**src/rtl/mai_kick_addr_gen.sv**
```systemverilog
// Mai kick sprite: beam hit test, ROM address generation and
// vsync-paced kick animation sequencer with horizontal flip.
module mai_kick_addr_gen #(
  parameter int SPR_W      = 64,
  parameter int SPR_H      = 96,
  parameter int NUM_FRAMES = 4,
  parameter int HOLD_TICKS = 6,
  parameter int COOL_TICKS = 10,
  localparam int FW = (NUM_FRAMES > 1) ? $clog2(NUM_FRAMES) : 1,
  localparam int CMAX = (HOLD_TICKS > COOL_TICKS) ? HOLD_TICKS : COOL_TICKS,
  localparam int CW = $clog2(CMAX + 1)
) (
  input  logic          vga_clk,
  input  logic          reset_n,
  input  logic [9:0]    draw_x,
  input  logic [9:0]    draw_y,
  input  logic          blank,
  input  logic          vs,
  input  logic [9:0]    sprite_x,
  input  logic [9:0]    sprite_y,
  input  logic          flip,
  input  logic          kick_req,
  output logic [15:0]   rom_address,
  output logic          sprite_on,
  output logic          sprite_on_q,
  output logic [FW-1:0] frame_idx,
  output logic          busy
);

  typedef enum logic [1:0] {
    IDLE,
    PLAY,
    COOL
  } state_t;

  state_t        state_q;
  logic [CW-1:0] cnt_q;
  logic [FW-1:0] frame_q;
  logic          busy_q;
  logic          vs_q;
  logic          tick;

  assign tick = vs_q & ~vs;

  always_ff @(posedge vga_clk or negedge reset_n) begin
    if (!reset_n) begin
      state_q <= IDLE;
      cnt_q   <= '0;
      frame_q <= '0;
      busy_q  <= 1'b0;
      vs_q    <= 1'b1;
    end else begin
      vs_q <= vs;
      unique case (state_q)
        IDLE: begin
          frame_q <= '0;
          cnt_q   <= '0;
          if (kick_req) begin
            state_q <= PLAY;
            busy_q  <= 1'b1;
          end
        end
        PLAY: begin
          if (tick) begin
            if (cnt_q == CW'(HOLD_TICKS - 1)) begin
              cnt_q <= '0;
              if (frame_q < FW'(NUM_FRAMES - 1)) begin
                frame_q <= frame_q + 1'b1;
              end else begin
                frame_q <= '0;
                state_q <= COOL;
              end
            end else begin
              cnt_q <= cnt_q + 1'b1;
            end
          end
        end
        COOL: begin
          if (tick) begin
            if (cnt_q == CW'(COOL_TICKS - 1)) begin
              cnt_q   <= '0;
              state_q <= IDLE;
              busy_q  <= 1'b0;
            end else begin
              cnt_q <= cnt_q + 1'b1;
            end
          end
        end
        default: begin
          state_q <= IDLE;
          busy_q  <= 1'b0;
        end
      endcase
    end
  end

  // 11-bit differences so a box past column 1023 clips instead of wrapping
  logic [10:0] dx;
  logic [10:0] dy;
  logic [10:0] col;
  logic        hit;
  logic [15:0] addr;

  logic [15:0] rom_address_d;
  logic        on_d;
  logic [15:0] rom_address_q;
  logic        on_q;
  logic        on_dly_q;

  always_comb begin
    dx  = {1'b0, draw_x} - {1'b0, sprite_x};
    dy  = {1'b0, draw_y} - {1'b0, sprite_y};
    hit = blank
        && (draw_x >= sprite_x) && (dx < 11'(SPR_W))
        && (draw_y >= sprite_y) && (dy < 11'(SPR_H));
    col = flip ? (11'(SPR_W - 1) - dx) : dx;
    addr = 16'(frame_q) * 16'(SPR_W * SPR_H)
         + 16'(dy) * 16'(SPR_W)
         + 16'(col);
    rom_address_d = hit ? addr : 16'd0;
    on_d = hit;
  end

  always_ff @(posedge vga_clk or negedge reset_n) begin
    if (!reset_n) begin
      rom_address_q <= '0;
      on_q          <= 1'b0;
      on_dly_q      <= 1'b0;
    end else begin
      rom_address_q <= rom_address_d;
      on_q          <= on_d;
      on_dly_q      <= on_q;
    end
  end

  assign rom_address = rom_address_q;
  assign sprite_on   = on_q;
  assign sprite_on_q = on_dly_q;
  assign frame_idx   = frame_q;
  assign busy        = busy_q;

endmodule

```
**config.mk**
```make
export PLATFORM = sky130hd
export DESIGN_NAME = mai_kick_addr_gen
export DESIGN_NICKNAME = d
export VERILOG_FILES = /design/src/rtl/mai_kick_addr_gen.sv
export SDC_FILE = /design/constraint.sdc
export NUM_CORES = 1
export LEC_CHECK = 0
export BUFFER_PORTS_ARGS = -buffer_cell sky130_fd_sc_hd__buf_2
export CAP_MARGIN = 30
export CORE_MARGIN = 2
export CORE_UTILIZATION = 35
export CTS_CLUSTER_DIAMETER = 120
export DETAILED_ROUTE_END_ITERATION = 10
export PLACE_DENSITY = 0.6
export SYNTH_ARGS = -nofsm -noshare
export SYNTH_HDL_FRONTEND = slang
export SYNTH_SLANG_ARGS = --single-unit
export TNS_END_PERCENT = 50
```
**constraint.sdc**
```tcl
create_clock -name vga_clk -period 2.1 [get_ports vga_clk]
set_input_delay 0.42 -clock vga_clk [delete_from_list [all_inputs] [get_ports vga_clk]]
set_output_delay 0.42 -clock vga_clk [all_outputs]
set_load 0.02 [all_outputs]
```
==> metrics.txt <==
largest net degree at the start of global routing 29; Final Wtd Congestion 0.817; area of the multi-input gates between 0.002 and 0.0025 mm^2; worst min-delay path category input port to async pin; WS Path Type input port to flip-flop; fin util 0.539; Slew HR 0.592; synth cell count leaders 38 x ha_1, 38 x inv_1, 27 x dfrtp_1; crit path max-delay cell type fa_2; setup TNS -10.29 ns; initial core utilization 0.355; initial antenna violation count 0; crit-path most repeated cell a21oi_2; detailed-route wire length 7060 um; vias per cell around 5; die area 0.00895 mm^2; Worst Max-Slew Pin Slew 0.612 ns; Power Total 3180 uW; Yosys Warn Count 0; final hold vios 0; Reg area 702 um^2; CP endpoint kind flip-flop; sequential area share after synthesis 0.244; CTS sink count 28; Clk Latency, worst-skew pair 0.28 ns; MaxCap Viol Count 0; Cells after Synth about 320; H-tree depth 1; EDFF count, synth 0; Leak 0.00216 uW; worst slack, placed -1.36 ns; slowest stage delay, CP 0.40 ns; CP Launch Type input port; First-pass DRT Iterations 4; Pwr Density 730 mW/mm^2; CP arrival 3.29 ns; mean area per synthesized cell 8.90 um^2; Antenna Diode Count 0; Period minus WS final 3.10 ns; Required @ worst endpoint 2.28 ns; total nets after synthesis 410; post-synth top area share 0.235; placed insts between 500 and 600; number of remaining DRC errors 0; ys flop type dfrtp_1; grt total ovfl 0; initial drt markers 83; fraction of layout cells with a size suffix above 1 0.484; final worst setup slack -1.00 ns; CP Cell Sequence buf_8, inv_12, ha_4, inv_2, fa_2, nand3_4, a21oi_2, or3_4, inv_4, ha_4, inv_2, o31ai_4, xnor2_1, ha_2, o21ai_2, nand2b_1, a21oi_2, a21oi_2, xnor2_1, nor4_2; DRT antenna net count 0; RSZ-0062 raised after global routing true; Slew Viols, Final 0; flops & latches, synth 28; largest area contributor in the netlist dfrtp_1; TritonCTS clock tree done; WL per Instance 12.1 um; CTS clk-pin slew, worst paths 0.10 ns; first-pass GRT wire length 12000 um; core area around 0.0081 mm^2; final setup vio count 17; unique cell type count in the Yosys netlist 61; num rows 33; CTS buffer count 3; clock skew 0.0106 ns; asr flop ratio synth 1.00; Syn-to-layout area delta 51.8%; Non-Filler Instances a little under 600; Max VDD drop 0.411 mV; vias in the first global route 2847; Die Y-Extent 94.6 um; FMAX 322 MHz; top cells by area, synth dfrtp_1 24%, ha_1 17%, inv_1 5.0%; mapped cell area roughly 0.0029 mm^2; # IOs 67; Die X 94.6 um; failing checks negative setup slack; filler cell count 769; I/O Buffers 66; gr usage total 0.163; Crit Path Max Fanout 3; fin crit share 1.48; fin nets 567; clock root cell clkbuf_8; detailed-placement wirelength estimate 5860 um; clock buffer depth 2; Vias 2869; status complete, but fails checks
## final cells by class
class,instances,share of cell area
multi-input combinational,247,0.507
timing repair buffer,161,0.248
sequential,28,0.161
inverter,39,0.0370
tap,105,0.0301
clock buffer,3,0.00947
clock inverter,1,0.00688
## final timing paths
kind / from / endpoint / slack [ns] / cells after the start
setup / recovery: draw_x[0] / rom_address[13] / -1.00 / 20
hold / removal: reset_n / sprite_on_q / 0.15 / 1
setup reg to reg: frame_idx[1] / rom_address[14] / 0.24 / 7
hold reg to reg: sprite_on / sprite_on_q / 0.38 / 0
max in group asynchronous: reset_n / cnt_q[1] / 1.55 / 1
min in group vga_clk: vs / vs_q / 0.24 / 1
## worst max-delay path, delay by kind of cell
kind / cells / cell delay [ns]
adders and majority gates: 4 / 0.92
and+or+nand+nor: 4 / 0.69
AOI/OAI and AO/OA: 5 / 0.65
buffers and inverters: 5 / 0.30
xor gates and xnor gates: 2 / 0.29
## logic make-up after synthesis
logic type               after synthesis  share of synthesized area
AND/OR/NAND/NOR                       90                      0.195
AO/OA/AOI/OAI                         89                      0.215
buffers and inverters                 48                     0.0762
adder cells (fa/ha/maj)               41                      0.186
flip-flops                            28                      0.244
XOR/XNOR                              25                     0.0762
multiplexers                           2                    0.00740
## stage by stage
stage | hold WS [ns] | area [um^2]
final | 0.147 | 4360
after global routing | 0.185 | 4360
after CTS | 0.162 | 4270
after detailed placement | 0.366 | 4120
after global placement | 0.363 | 4120
after floorplan | 0.124 | 3050
## sequential cells by signal, summed over array words and instances, names as in the netlist
name and cells:
busy 1, cnt_q 4, frame_idx 2, rom_address 16, sprite_on 1, sprite_on_q 1, state_q 2, vs_q 1
## routing by layer
layer	up-vias	wire, um	track usage
li1	1483	-	-
met1	1331	3160	0.199
met2	49	3640	0.311
met3	6	183	0.0128
met4	0	68	0.0290
met5	-	0	0
## report_power, final
group          total (uW)  switching [uW]  internal, uW  leakage [uW]
clock                 424             168           255     0.0000357
combinational        2110            1070          1050       0.00175
sequential            650            51.3           599      0.000380
total                3180            1290          1900       0.00216
## placed cells by master (no fill, tap or decap), drive strengths merged, types with 3 or more instances in the layout
master	instances
o21ai	19
a21oi	25
inv	39
o31ai	3
nand3b	3
nand4	3
dfrtp	27
nand3	7
nor4	15
xor2	10
nand2	16
a21o	11
buf	161
a31oi	5
xnor2	15
fa	3
nor2	16
nor2b	3
clkbuf	3
o21a	3
ha	38
nand2b	9
nor3	5
## repair_timing
action / in CTS / in global routing
buffers inserted: 3 / 3
endpoints found under the setup margin: 17 / 17
resized for setup: 17 / 15
hold buffers: 0 / 0
pin swaps: 8 / 8
No activity file was read; power rests on OpenSTA's default activity.
